**src/rtl/arbitro_rr_mux_pkg.sv**
```systemverilog
// Shared types, sizes and the round-robin search used by the arbiter.
package arbitro_rr_mux_pkg;

  localparam int unsigned ANCHO_DATOS_DEF = 4;
  localparam int unsigned N_CANALES       = 4;
  localparam int unsigned ANCHO_SEL       = 2;
  localparam int unsigned ANCHO_CONT      = 4;

  typedef enum logic {
    LIBRE     = 1'b0,
    CONCEDIDO = 1'b1
  } estado_t;

  // First set request bit strictly after ptr, wrapping modulo four.
  function automatic logic [ANCHO_SEL-1:0] ganador_rr(
    input logic [N_CANALES-1:0] sol,
    input logic [ANCHO_SEL-1:0] ptr
  );
    logic [ANCHO_SEL-1:0] res;
    logic [ANCHO_SEL-1:0] idx;
    logic                 hallado;
    res     = '0;
    hallado = 1'b0;
    for (int unsigned k = 1; k <= N_CANALES; k++) begin
      idx = ptr + ANCHO_SEL'(k);
      if (!hallado && sol[idx]) begin
        res     = idx;
        hallado = 1'b1;
      end
    end
    return res;
  endfunction

endpackage

```
**src/rtl/arbitro_rr_mux_if.sv**
```systemverilog
// Producer/consumer side bundle of the arbiter: requests, data, handshake and grant.
interface arbitro_rr_mux_if
  import arbitro_rr_mux_pkg::*;
#(
  parameter int unsigned ANCHO_DATOS = ANCHO_DATOS_DEF
);

  logic [N_CANALES-1:0]   i_Solicitud;
  logic [ANCHO_DATOS-1:0] i_Datos_0;
  logic [ANCHO_DATOS-1:0] i_Datos_1;
  logic [ANCHO_DATOS-1:0] i_Datos_2;
  logic [ANCHO_DATOS-1:0] i_Datos_3;
  logic                   i_Listo;
  logic [N_CANALES-1:0]   o_Concesion;
  logic [ANCHO_SEL-1:0]   o_Sel;
  logic [ANCHO_DATOS-1:0] o_Salida;
  logic                   o_Valido;
  logic                   o_Ocupado;

  // Producers and downstream consumer side.
  modport master (
    output i_Solicitud, i_Datos_0, i_Datos_1, i_Datos_2, i_Datos_3, i_Listo,
    input  o_Concesion, o_Sel, o_Salida, o_Valido, o_Ocupado
  );

  // Arbiter side.
  modport slave (
    input  i_Solicitud, i_Datos_0, i_Datos_1, i_Datos_2, i_Datos_3, i_Listo,
    output o_Concesion, o_Sel, o_Salida, o_Valido, o_Ocupado
  );

endinterface

```
**src/rtl/arbitro_rr_mux_selector_4a1.sv**
```systemverilog
// Combinational 4:1 data selector driven by the arbiter's select.
module selector_4a1
  import arbitro_rr_mux_pkg::*;
#(
  parameter int unsigned ANCHO = ANCHO_DATOS_DEF
) (
  input  logic [ANCHO_SEL-1:0] i_sel,
  input  logic [ANCHO-1:0]     i_d0,
  input  logic [ANCHO-1:0]     i_d1,
  input  logic [ANCHO-1:0]     i_d2,
  input  logic [ANCHO-1:0]     i_d3,
  output logic [ANCHO-1:0]     o_y
);

  // Pick the channel named by i_sel.
  always_comb begin
    o_y = i_d0;
    case (i_sel)
      2'd0:    o_y = i_d0;
      2'd1:    o_y = i_d1;
      2'd2:    o_y = i_d2;
      default: o_y = i_d3;
    endcase
  end

endmodule

```
**src/rtl/arbitro_rr_mux.sv**
```systemverilog
// Round-robin arbiter for four requesters with burst limit, steering one 4:1 selector.
module arbitro_rr_mux
  import arbitro_rr_mux_pkg::*;
#(
  parameter int unsigned ANCHO_DATOS = ANCHO_DATOS_DEF,
  parameter int unsigned MAX_RAFAGA  = 4
) (
  input  logic            i_Clk,
  input  logic            i_Reset,
  arbitro_rr_mux_if.slave bus
);

  localparam logic [ANCHO_CONT-1:0] ULTIMO_BEAT = ANCHO_CONT'(MAX_RAFAGA - 1);

  estado_t                state_q, state_d;
  logic [ANCHO_SEL-1:0]   sel_q, sel_d;
  logic [N_CANALES-1:0]   conc_q, conc_d;
  logic [ANCHO_CONT-1:0]  cont_q, cont_d;
  logic [ANCHO_SEL-1:0]   ptr_q, ptr_d;
  logic [ANCHO_SEL-1:0]   ganador;
  logic                   valido_c;
  logic [ANCHO_DATOS-1:0] mux_y;

  selector_4a1 #(.ANCHO(ANCHO_DATOS)) u_selector (
    .i_sel (sel_q),
    .i_d0  (bus.i_Datos_0),
    .i_d1  (bus.i_Datos_1),
    .i_d2  (bus.i_Datos_2),
    .i_d3  (bus.i_Datos_3),
    .o_y   (mux_y)
  );

  // State and datapath registers; pointer resets to 3 so the first search starts at channel 0.
  always_ff @(posedge i_Clk or posedge i_Reset) begin
    if (i_Reset) begin
      state_q <= LIBRE;
      sel_q   <= '0;
      conc_q  <= '0;
      cont_q  <= '0;
      ptr_q   <= ANCHO_SEL'(3);
    end else begin
      state_q <= state_d;
      sel_q   <= sel_d;
      conc_q  <= conc_d;
      cont_q  <= cont_d;
      ptr_q   <= ptr_d;
    end
  end

  // Next state: grant from LIBRE, count beats and release on burst end or request drop.
  always_comb begin
    state_d = state_q;
    sel_d   = sel_q;
    conc_d  = conc_q;
    cont_d  = cont_q;
    ptr_d   = ptr_q;
    ganador = ganador_rr(bus.i_Solicitud, ptr_q);
    case (state_q)
      LIBRE: begin
        if (bus.i_Solicitud != '0) begin
          sel_d   = ganador;
          conc_d  = N_CANALES'(1) << ganador;
          cont_d  = '0;
          state_d = CONCEDIDO;
        end
      end
      CONCEDIDO: begin
        if (!bus.i_Solicitud[sel_q] || (bus.i_Listo && (cont_q == ULTIMO_BEAT))) begin
          ptr_d   = sel_q;
          conc_d  = '0;
          cont_d  = '0;
          state_d = LIBRE;
        end else if (bus.i_Listo) begin
          cont_d = cont_q + ANCHO_CONT'(1);
        end
      end
      default: state_d = LIBRE;
    endcase
  end

  // Outputs: valid follows the granted request live; data is gated to zero when not valid.
  always_comb begin
    valido_c = 1'b0;
    if (state_q == CONCEDIDO) begin
      valido_c = bus.i_Solicitud[sel_q];
    end
    bus.o_Valido  = valido_c;
    bus.o_Salida  = valido_c ? mux_y : '0;
    bus.o_Ocupado = (state_q == CONCEDIDO);
  end

  assign bus.o_Concesion = conc_q;
  assign bus.o_Sel       = sel_q;

endmodule

```
**src/flat_wrapper.sv**
```systemverilog
// flat-port wrapper written by rule: the top's interface ports become plain ports
module arbitro_rr_mux_flat import arbitro_rr_mux_pkg::*;
#(
  parameter int unsigned ANCHO_DATOS = ANCHO_DATOS_DEF,
  parameter int unsigned MAX_RAFAGA  = 4
)
  (i_Clk, i_Reset, bus_i_Solicitud, bus_i_Datos_0, bus_i_Datos_1, bus_i_Datos_2, bus_i_Datos_3, bus_i_Listo, bus_o_Concesion, bus_o_Sel, bus_o_Salida, bus_o_Valido, bus_o_Ocupado);
  arbitro_rr_mux_if #(.ANCHO_DATOS(ANCHO_DATOS)) bus_i ();
  input  logic i_Clk;
  input  logic i_Reset;
  input wire logic [$bits(bus_i.i_Solicitud)-1:0] bus_i_Solicitud;
  input wire logic [$bits(bus_i.i_Datos_0)-1:0] bus_i_Datos_0;
  input wire logic [$bits(bus_i.i_Datos_1)-1:0] bus_i_Datos_1;
  input wire logic [$bits(bus_i.i_Datos_2)-1:0] bus_i_Datos_2;
  input wire logic [$bits(bus_i.i_Datos_3)-1:0] bus_i_Datos_3;
  input wire logic [$bits(bus_i.i_Listo)-1:0] bus_i_Listo;
  output wire logic [$bits(bus_i.o_Concesion)-1:0] bus_o_Concesion;
  output wire logic [$bits(bus_i.o_Sel)-1:0] bus_o_Sel;
  output wire logic [$bits(bus_i.o_Salida)-1:0] bus_o_Salida;
  output wire logic [$bits(bus_i.o_Valido)-1:0] bus_o_Valido;
  output wire logic [$bits(bus_i.o_Ocupado)-1:0] bus_o_Ocupado;
  assign bus_i.i_Solicitud = bus_i_Solicitud;
  assign bus_i.i_Datos_0 = bus_i_Datos_0;
  assign bus_i.i_Datos_1 = bus_i_Datos_1;
  assign bus_i.i_Datos_2 = bus_i_Datos_2;
  assign bus_i.i_Datos_3 = bus_i_Datos_3;
  assign bus_i.i_Listo = bus_i_Listo;
  assign bus_o_Concesion = bus_i.o_Concesion;
  assign bus_o_Sel = bus_i.o_Sel;
  assign bus_o_Salida = bus_i.o_Salida;
  assign bus_o_Valido = bus_i.o_Valido;
  assign bus_o_Ocupado = bus_i.o_Ocupado;
  arbitro_rr_mux #(.ANCHO_DATOS(ANCHO_DATOS), .MAX_RAFAGA(MAX_RAFAGA)) u_core (.i_Clk(i_Clk), .i_Reset(i_Reset), .bus(bus_i));
endmodule
```
**config.mk**
```make
export PLATFORM = sky130hd
export DESIGN_NAME = arbitro_rr_mux_flat
export DESIGN_NICKNAME = d
export VERILOG_FILES = /design/src/rtl/arbitro_rr_mux_pkg.sv /design/src/rtl/arbitro_rr_mux_if.sv /design/src/rtl/arbitro_rr_mux_selector_4a1.sv /design/src/rtl/arbitro_rr_mux.sv /design/src/flat_wrapper.sv
export SDC_FILE = /design/constraint.sdc
export NUM_CORES = 1
export LEC_CHECK = 0
export ABC_CLOCK_PERIOD_IN_PS = 1800
export CAP_MARGIN = 20
export CORE_MARGIN = 5
export CORE_UTILIZATION = 38
export DETAILED_ROUTE_END_ITERATION = 6
export PLACE_DENSITY_LB_ADDON = 0.2
export SLEW_MARGIN = 10
export SYNTH_ARGS = -nofsm -noshare
export SYNTH_HDL_FRONTEND = slang
export SYNTH_SLANG_ARGS = --single-unit
```
**constraint.sdc**
```tcl
create_clock -name i_Clk -period 1.8 [get_ports i_Clk]
set_clock_uncertainty 0.05 [all_clocks]
set_input_delay 0.36 -clock i_Clk [delete_from_list [all_inputs] [get_ports i_Clk]]
set_output_delay 0.36 -clock i_Clk [all_outputs]
set_load 0.05 [all_outputs]
```
After elaboration in Yosys (flattened, before gate mapping)
Index checks and enable logic that the tools add are counted.
- register bits after elaboration: 13
- bits in latches: 0
- RAM bits: 0
- bits in read-only memories: 0
- bits of input ports: 23
- word-level logic and storage cells: 67
- memories kept: 0
- add/subtract/negate cells: 4
- $mul: 0
- div/mod/pow operators: 0
- magnitude comparators: 5
- equal/unequal tests: 6
- shift operators: 1
- muxes and demuxes: 30
- bitwise logic cells: 1
- reductions and logical operators: 15
- operators by type and width (cell ; count):
    4-bit 2-to-1 mux ; 6
    4-bit one-hot mux with 2 select lines ; 2
    2-bit by 3-bit < comparator with 1-bit output, second input constant ; 5
    4-bit one-hot mux with 3 select lines ; 1
    1-bit 2-to-1 mux ; 11
    1-bit binary-select mux with 2-bit select ; 5
    2-bit 2-to-1 mux ; 4
    2-bit AND reduction ; 4
    2-bit adder, second input constant ; 2
    4-bit by 1-bit adder with 4-bit output, second input constant ; 1
    4-bit by 2-bit == test with 1-bit output, second input constant ; 1
    1-bit logical AND ; 4
    1-bit zero test ; 4
    4-bit nonzero test ; 1
    1-bit by 2-bit left shift with 4-bit output, first input constant ; 1
    3-bit != test, second input constant ; 1
    2-bit by 1-bit adder with 2-bit output, second input constant ; 1
    2-bit by 1-bit == test with 1-bit output, second input constant ; 1
    2-bit == test, second input constant ; 1
    2-bit zero test ; 1
    2-bit by 1-bit != test with 1-bit output, second input constant ; 1
    2-bit != test, second input constant ; 1
    1-bit one-hot mux with 2 select lines ; 1
    1-bit logical OR ; 1
    1-bit inverter ; 1

Logic depth before layout (Yosys ltp)
Gate-level depths: netlist of the first run.
- depth after elaboration: 16
- depth in mapped cells: 5

Hierarchy
From an unflattened synthesis of the first run, not the netlist that was laid out.
- cell total of the unflattened synthesis: 78
- area, all modules: 828.3 µm²
- by module, submodules not included (module ; times used ; cells each ; area an instance (µm²) ; seq. area each (µm²)):
    arbitro_rr_mux ; 1 ; 74 ; 723.2 ; 327.8
    selector_4a1 ; 1 ; 4 ; 105.1 ; 0.0

Worst setup path after synthesis of the first run
Ideal clock, no wire load.
- kind: register to register
- start: reg u_core.sel_q[0] (netlist: u_core.bus.o_Sel[0])
- end: reg u_core.cont_q[3]
- arrival: 2115 ps
- required time: 1677 ps
- path slack: -439 ps
- cell stages (with the launch flop): 6
- cell sequence: dfrtp_1 > buf_6 > mux4_2 > a22o_4 > or3_1 > a21oi_2
- word-level cells in the longest chain between the ends: 6
- elaborated cells on any way between the ends: 8
- classes of those cells: eq/ne: 1; mux: 4; reduce/logical: 3
- RTL lines (item ; line ; source):
    start: declaration ; arbitro_rr_mux.sv:16 ; logic [ANCHO_SEL-1:0] sel_q, sel_d;
    start signal: assignment ; arbitro_rr_mux.sv:43 ; sel_q <= sel_d;
    1-bit binary-select mux with 2-bit select (*) ; arbitro_rr_mux.sv:68 ; if (!bus.i_Solicitud[sel_q] || (bus.i_Listo && (cont_q == ULTIMO_BEAT))) begin
    1-bit 2-to-1 mux (not written as such) (*) ; arbitro_rr_mux.sv:68 ;
    1-bit zero test (*) ; arbitro_rr_mux.sv:68 ;
    1-bit logical OR (*) ; arbitro_rr_mux.sv:68 ;
    4-bit 2-to-1 mux or 3-bit != test (tied branches) ; -- ;
    4-bit one-hot mux with 2 select lines or 2-bit AND reduction (tied branches) ; -- ;
    end signal: assignment ; arbitro_rr_mux.sv:45 ; cont_q <= cont_d;
    end: declaration ; arbitro_rr_mux.sv:18 ; logic [ANCHO_CONT-1:0] cont_q, cont_d;
Every way passes the cells marked *; elsewhere a longest branch is shown, timed or not. The select of a mux whose other input is x is not followed.
A chain may end at the register's enable or synchronous reset.

Final worst setup path of the first run
- start: in bus_i_Solicitud[0]
- end: out bus_o_Salida[1]
- word-level cells in the longest chain between the ends: 4
- RTL lines (item ; line ; source):
    start: declaration ; flat_wrapper.sv:11 ; input wire logic [$bits(bus_i.i_Solicitud)-1:0] bus_i_Solicitud;
    1-bit binary-select mux with 2-bit select ; arbitro_rr_mux.sv:85 ; valido_c = bus.i_Solicitud[sel_q];
    1-bit 2-to-1 mux (not written as such) ; arbitro_rr_mux.sv:85 ;
    1-bit 2-to-1 mux ; arbitro_rr_mux.sv:84 ; if (state_q == CONCEDIDO) begin
    4-bit 2-to-1 mux ; arbitro_rr_mux.sv:88 ; bus.o_Salida = valido_c ? mux_y : '0;
    end: declaration ; flat_wrapper.sv:19 ; output wire logic [$bits(bus_i.o_Salida)-1:0] bus_o_Salida;
Every way passes these cells. The select of a mux whose other input is x is not followed.

==> results.sh, run 1 <==
export IMPL_yosys_top_cells_area="sky130_fd_sc_hd__dfrtp_1 (33%), sky130_fd_sc_hd__mux4_1 (12%), sky130_fd_sc_hd__dfstp_2 (6.2%)"
export IMPL_synth_fa_ha_area_frac=0.0148
export IMPL_starting_utilization_of_the_core_area=0.389
export IMPL_grt_pass1_wl_mm=4.03
export IMPL_vertical_extent_of_the_die_um=57.1
export IMPL_timing_slew_headroom=0.665
export IMPL_worst_path_max_fanout=6
export IMPL_startpoint="bus_i_Solicitud[0]"
export IMPL_timing_final_ws_setup_ps=-322
export IMPL_area_taken_by_multi_input_logic_gates_sq_um=504
export IMPL_max_cap_violations=0
export IMPL_detailed_place_hpwl_mm=1.80
export IMPL_std_cell_core_area_sq_um=2170
export IMPL_finalWeightedCongestion=0.750
export IMPL_post_route_cells_drive_above_1_share=0.408
export IMPL_timing_worst_slew_pin_value_ps=502
export IMPL_power_density_cell_area_nw_per_um2=1770
export IMPL_clk_path_buf_depth=2
export IMPL_cell_area_after_technology_mapping_sq_um=845
export IMPL_synthesis_area_per_instance_sq_um=11.3
export IMPL_mappedNetlistNets=99
export IMPL_setup_violations_final=15
export IMPL_sequential_cell_area_sq_um=329
export IMPL_top_level_ports=35
export IMPL_remaining_drc_errors=0
export IMPL_wire_per_inst_um=14.2
export IMPL_postRouteAntennaNets=0
export IMPL_die_w_um=57.1
export IMPL_first_global_vias=859
export IMPL_yosysTopAreaCell="sky130_fd_sc_hd__dfrtp_1"
export IMPL_count_of_mapped_cells_out_of_synthesis=75
export IMPL_timing_final_crit_period_ps=2120
export IMPL_port_buffers=34
export IMPL_share_of_synthesized_area_occupied_by_flip_flops_and_latches=0.388
export IMPL_post_synth_mux_area_share=0.190
export IMPL_routed_wl_mm=2.25
export IMPL_insertion_delay_ps=280
export IMPL_achievable_frequency_mhz=471
export IMPL_drt_initial_violations=19
export IMPL_std_cell_rows=17
export IMPL_regToRegStartpoint="u_core.bus.o_Sel[0]"
export IMPL_grt_max_degree=14
export IMPL_worst_setup_hold_path_clk_slew_ps=80
export IMPL_final_hold_viol_count=0
export IMPL_run_status="finished, violations left"
export IMPL_antennaDiodeCount=0
export IMPL_drt_pass1_iterations=4
export IMPL_report_final_slew_viol_count=0
export IMPL_ys_seq_elements=13
export IMPL_synth_cell_types=34
export IMPL_htree_levels=1
export IMPL_largest_family_of_logic_cells_by_synthesized_area="simple AND/OR/NAND/NOR gates"
export IMPL_cts_hold_buf=0
export IMPL_avgViaCountPerCell=5.11
export IMPL_global_route_overflow_total=0
export IMPL_tritoncts_num_buffers=3
export IMPL_ctsRootBufferMaster="sky130_fd_sc_hd__clkbuf_4"
export IMPL_timing_worst_setup_path_type="in2out"
export IMPL_mostFrequentLayoutCells="sky130_fd_sc_hd__buf_4 (24), sky130_fd_sc_hd__clkdlybuf4s50_1 (22), sky130_fd_sc_hd__dfrtp_1 (10), sky130_fd_sc_hd__a21oi_1 (6), sky130_fd_sc_hd__nand2_1 (5)"
export IMPL_fin_total_pwr_mw=2.50
export IMPL_irDropWorstVdd_mv=1.27
export IMPL_hold_class="in2async"
export IMPL_r2r_slack_ps=-260
export IMPL_placed_cell_area_sq_um=1350
export IMPL_layout_cells_most_common="sky130_fd_sc_hd__buf_4"
export IMPL_compound_cell_area_share_of_the_yosys_netlist=0.166
export IMPL_globalRouteTotalUtil=0.158
export IMPL_clkSinkCount=13
export IMPL_synth_simple_gate_area_share=0.206
export IMPL_reg2reg_to="u_core.cont_q[3]"
export IMPL_synth_largest_type_area_fraction=0.326
export IMPL_yosysWarnings=0
export IMPL_synthXorXnorAreaFrac=0
export IMPL_violations="negative setup slack"
export IMPL_vias=807
export IMPL_grt_antenna_before_repair=0
export IMPL_setup_worst_path_end="bus_o_Salida[1]"
export IMPL_final_cell_area_sq_um=1420
export IMPL_floorplan_die_area_sq_um=3270
export IMPL_fillerInstances=179
export IMPL_startpoint_type="primary input"
export IMPL_area_growth_pct=67.6
export IMPL_preCtsSetupSlack_ps=-400
export IMPL_cts_tree="yes"
export IMPL_nature_of_the_critical_path_endpoint="output pin"
export IMPL_rr_worst_depth=5
export IMPL_static_leakage_power_nw=0.638
export IMPL_rsz0062_at_grt="true"
export IMPL_layout_worst_path_cycle_share=1.18
export IMPL_data_required_time_at_the_worst_endpoint_ps=1390
export IMPL_cp_arrival_ps=1710
export IMPL_finish_net_count=155
==> critical path, cell delays in order <==
cell and delay [ps]:
sky130_fd_sc_hd__clkdlybuf4s50_1 430, sky130_fd_sc_hd__mux4_2 560, sky130_fd_sc_hd__and3_4 210, sky130_fd_sc_hd__buf_6 150
==> Yosys cell counts <==
library cell                count
sky130_fd_sc_hd__dfstp_2        2
sky130_fd_sc_hd__a22o_4         1
sky130_fd_sc_hd__nor4_2         1
sky130_fd_sc_hd__o221a_2        1
sky130_fd_sc_hd__or3_1          3
sky130_fd_sc_hd__nor2b_1        2
sky130_fd_sc_hd__nand3_1        1
sky130_fd_sc_hd__mux2_2         2
sky130_fd_sc_hd__a21o_2         1
sky130_fd_sc_hd__a22o_1         1
sky130_fd_sc_hd__o21ai_0        4
sky130_fd_sc_hd__nand2_1        6
sky130_fd_sc_hd__a21oi_2        1
sky130_fd_sc_hd__ha_1           1
sky130_fd_sc_hd__nand4_1        1
sky130_fd_sc_hd__mux2i_1        1
sky130_fd_sc_hd__buf_6          1
sky130_fd_sc_hd__or4bb_1        1
sky130_fd_sc_hd__a21oi_1        6
sky130_fd_sc_hd__o2bb2ai_1      2
sky130_fd_sc_hd__nor3_1         1
sky130_fd_sc_hd__dfrtp_1       11
sky130_fd_sc_hd__nor4b_1        1
sky130_fd_sc_hd__or2_2          2
sky130_fd_sc_hd__nor2_1         3
sky130_fd_sc_hd__mux4_1         4
sky130_fd_sc_hd__and2b_2        1
sky130_fd_sc_hd__and3b_1        1
sky130_fd_sc_hd__inv_1          4
sky130_fd_sc_hd__o31ai_1        1
sky130_fd_sc_hd__mux4_2         1
sky130_fd_sc_hd__clkbuf_1       1
sky130_fd_sc_hd__a32o_1         1
sky130_fd_sc_hd__and3_2         4
==> cell families (layout without fill, tap and decap cells) <==
| family | count (synthesis) | in the layout |
|---|---|---|
| AOI/OAI and AO/OA | 19 | 19 |
| adders and majority gates | 1 | 1 |
| buffers and inverters | 6 | 61 |
| DFF | 13 | 13 |
| muxes | 8 | 8 |
| and+or+nand+nor | 28 | 28 |
==> how the worst min path moves through the flow <==
| stage | from | depth (start not counted) | slack [ps] | to |
|---|---|---|---|---|
| floorplan | i_Reset | 1 | 190 | u_core.bus.o_Concesion[0] |
| global placement | u_core.bus.o_Concesion[3] | 1 | 430 | u_core.bus.o_Concesion[3] |
| detailed placement | u_core.bus.o_Concesion[3] | 1 | 430 | u_core.bus.o_Concesion[3] |
| CTS | i_Reset | 2 | 370 | u_core.bus.o_Concesion[2] |
| global route | i_Reset | 2 | 390 | u_core.cont_q[3] |
| finish | i_Reset | 2 | 360 | u_core.bus.o_Concesion[2] |
==> per-stage QoR <==
step	hold WS, ps	instances	utilization	setup TNS [ps]
floorplan	185	75	-	-2710
global placement	432	153	0.622	-5120
detailed placement	428	153	0.622	-5190
CTS	372	158	0.651	-3090
global route	389	158	0.652	-4430
finish	362	158	0.652	-3280
==> layout make-up <==
cell class              count  area share
repair buffers             53       0.357
clock buffers               4      0.0186
inverters                   4      0.0106
flip-flops and latches     13       0.233
well taps                  28      0.0248
multi-input cells          56       0.356
==> registers in the layout, summed over array words and instances, names as in the netlist <==
register / count
u_core.bus.o_Concesion: 4
u_core.cont_q: 4
u_core.bus.o_Sel: 2
u_core.ptr_q: 2
u_core.bus.o_Ocupado: 1
==> report_power, final <==
group	switching [mW]	leakage [nW]	internal, mW
Combinational	0.914	0.461	0.833
Clock	0.100	0.0150	0.0860
Sequential	0.132	0.162	0.437
Total	1.15	0.638	1.36
==> what timing repair did <==
item | 4_1_cts | 5_1_grt
gates resized for setup | 8 | 1
buffers inserted | 1 | 0
pin swaps | 1 | 0
endpoints found under the setup margin | 12 | 16
==> per-layer routing <==
layer	wire [um]	GRT usage	vias to the layer above
li1	-	-	398
met1	915	0.199	388
met2	1230	0.266	21
met3	109	0.0543	0
met4	0	0.0265	0
met5	0	0	-
Power figures use the tool's default switching activity.
==> run 2: changes to the inputs <==
Settings changed: CTS_CLUSTER_DIAMETER set to 100, SETUP_SLACK_MARGIN set to 0.2.
==> run 2 against run 1 <==
Net effect: the flow still finishes with violations (negative setup slack); clock-buffer cell count fell by 1; fmax shrank 0.68%; non-clock buffer count fell by 1; die area unchanged; utilization is 1.1 points higher; register-to-register slack lost 30 ps; wire length is 0.53% lower; first-iteration DRC count down 5.3%; flip-flop and latch count unchanged; critical path type is now reg2out.
==> results.sh, run 2 (same netlist as run 1, synthesis figures left out) <==
export IMPL_highest_layer="met4"
export IMPL_globalRouteTotalUtil=0.148
export IMPL_mostFrequentLayoutCells="sky130_fd_sc_hd__buf_4 (22), sky130_fd_sc_hd__clkdlybuf4s50_1 (20), sky130_fd_sc_hd__dfrtp_1 (10), sky130_fd_sc_hd__a21oi_1 (5), sky130_fd_sc_hd__nand2_1 (5)"
export IMPL_cp_arrival_ps=1730
export IMPL_setup_violations_final=15
export IMPL_report_final_slew_viol_count=0
export IMPL_preCtsSetupSlack_ps=-504
export IMPL_cts_hold_buf=0
export IMPL_power_density_cell_area_nw_per_um2=1760
export IMPL_drt_pass1_iterations=4
export IMPL_timing_worst_slew_pin_value_ps=498
export IMPL_detailroute_wirelength_met2_mm=1.18
export IMPL_timing_final_crit_period_ps=2140
export IMPL_drt_initial_violations=18
export IMPL_r2r_slack_ps=-290
export IMPL_regToRegStartpoint="u_core.bus.o_Sel[0]"
export IMPL_global_route_overflow_total=0
export IMPL_wire_per_inst_um=14.3
export IMPL_reg2reg_to="u_core.cont_q[3]"
export IMPL_finalNonFillerCells=157
export IMPL_insertion_delay_ps=290
export IMPL_sequential_cell_area_sq_um=329
export IMPL_std_cell_core_area_sq_um=2170
export IMPL_wl_met3_um=96
export IMPL_antennaDiodeCount=0
export IMPL_vias=804
export IMPL_detailed_place_hpwl_mm=1.74
export IMPL_post_route_cells_drive_above_1_share=0.434
export IMPL_critical_path_n_buffers_inverters=1
export IMPL_htree_levels=1
export IMPL_finish_net_count=154
export IMPL_grt_max_degree=14
export IMPL_run_status="finished, violations left"
export IMPL_layout_worst_path_cycle_share=1.19
export IMPL_first_global_vias=822
export IMPL_ctsRootBufferMaster="sky130_fd_sc_hd__clkbuf_4"
export IMPL_final_hold_viol_count=0
export IMPL_accumulated_negative_setup_slack_ps=-3270
export IMPL_rr_worst_depth=5
export IMPL_max_cap_violations=0
export IMPL_worst_path_max_fanout=6
export IMPL_die_w_um=57.1
export IMPL_irDropWorstVdd_mv=1.16
export IMPL_avgViaCountPerCell=5.12
export IMPL_finalWeightedCongestion=0.783
export IMPL_postRouteAntennaNets=0
export IMPL_data_required_time_at_the_worst_endpoint_ps=1390
export IMPL_critical_path_slowest_cell="sky130_fd_sc_hd__mux4_2"
export IMPL_drt_met1_wl_um=943
export IMPL_place_detailed_instances=152
export IMPL_area_growth_pct=70.4
export IMPL_hold_class="in2async"
export IMPL_achievable_frequency_mhz=468
export IMPL_clkSinkCount=13
export IMPL_fin_total_pwr_mw=2.53
export IMPL_timing_final_ws_setup_ps=-336
export IMPL_cts_tree="yes"
export IMPL_static_leakage_power_nw=0.654
export IMPL_starting_utilization_of_the_core_area=0.389
export IMPL_remaining_drc_errors=0
export IMPL_vertical_extent_of_the_die_um=57.1
export IMPL_clk_path_buf_depth=2
export IMPL_grt_pass1_wl_mm=3.75
export IMPL_worst_path_largest_cell_delay_ps=610
export IMPL_area_taken_by_multi_input_logic_gates_sq_um=526
export IMPL_timing_slew_headroom=0.667
export IMPL_violations="negative setup slack"
export IMPL_top_level_ports=35
export IMPL_nature_of_the_critical_path_endpoint="output pin"
export IMPL_fillerInstances=178
export IMPL_std_cell_rows=17
export IMPL_port_buffers=34
export IMPL_timing_critical_path_max_delay_family="multiplexers"
export IMPL_startpoint_type="flip-flop"
export IMPL_floorplan_die_area_sq_um=3270
export IMPL_timing_worst_setup_path_type="reg2out"
export IMPL_tritoncts_num_buffers=3
export IMPL_critical_path_cell_sequence="mux4_2 > and3_4 > buf_8"
export IMPL_grt_antenna_before_repair=0
export IMPL_routed_wl_mm=2.24
export IMPL_worst_setup_hold_path_clk_slew_ps=90
export IMPL_layout_cells_most_common="sky130_fd_sc_hd__buf_4"
export IMPL_rsz0062_at_grt="true"
[run 2: what timing repair did]
action	CTS	global route
pin swaps	0	1
gates cloned	0	0
setup endpoints to repair	16	18
setup buffers	1	0
gates resized for setup	10	8
[run 2: how the worst max path moves through the flow]
stage / startpoint / to / slack (ps) / cells after the start
5_1_grt: u_core.bus.o_Sel[0] / bus_o_Salida[1] / -400 / 3
3_3_place_gp: bus_i_Solicitud[0] / u_core.cont_q[3] / -460 / 5
2_1_floorplan: u_core.bus.o_Sel[0] / u_core.cont_q[3] / -250 / 5
6_report: u_core.bus.o_Sel[0] / bus_o_Salida[1] / -340 / 3
4_1_cts: u_core.bus.o_Sel[0] / bus_o_Salida[3] / -350 / 3
3_5_place_dp: bus_i_Solicitud[0] / u_core.cont_q[3] / -500 / 5
[run 2: metal layers]
layer	up-vias	global-route usage
met1	389	0.179
met5	-	0
met3	4	0.0475
li1	398	-
met4	0	0.0397
met2	13	0.251
[run 2: layout make-up]
type / count / area share
clock buffers: 3 / 0.0157
clock inverters: 1 / 0.00348
inverters: 4 / 0.0104
multi-input cells: 56 / 0.365
flip-flops and latches: 13 / 0.229
well taps: 28 / 0.0243
repair buffers: 52 / 0.352
[run 2: per-stage QoR]
stage | instance area, sq um | util | hold WS, ps
floorplan | 846 | - | 185
global placement | 1340 | 0.618 | 432
detailed placement | 1340 | 0.618 | 425
CTS | 1410 | 0.651 | 346
global route | 1440 | 0.663 | 372
finish | 1440 | 0.663 | 336
[run 2: report_power, final]
group / switching [mW] / total [mW] / internal, mW
Clock: 0.107 / 0.190 / 0.0826
Sequential: 0.126 / 0.563 / 0.437
Combinational: 0.934 / 1.78 / 0.843
Total: 1.17 / 2.53 / 1.36
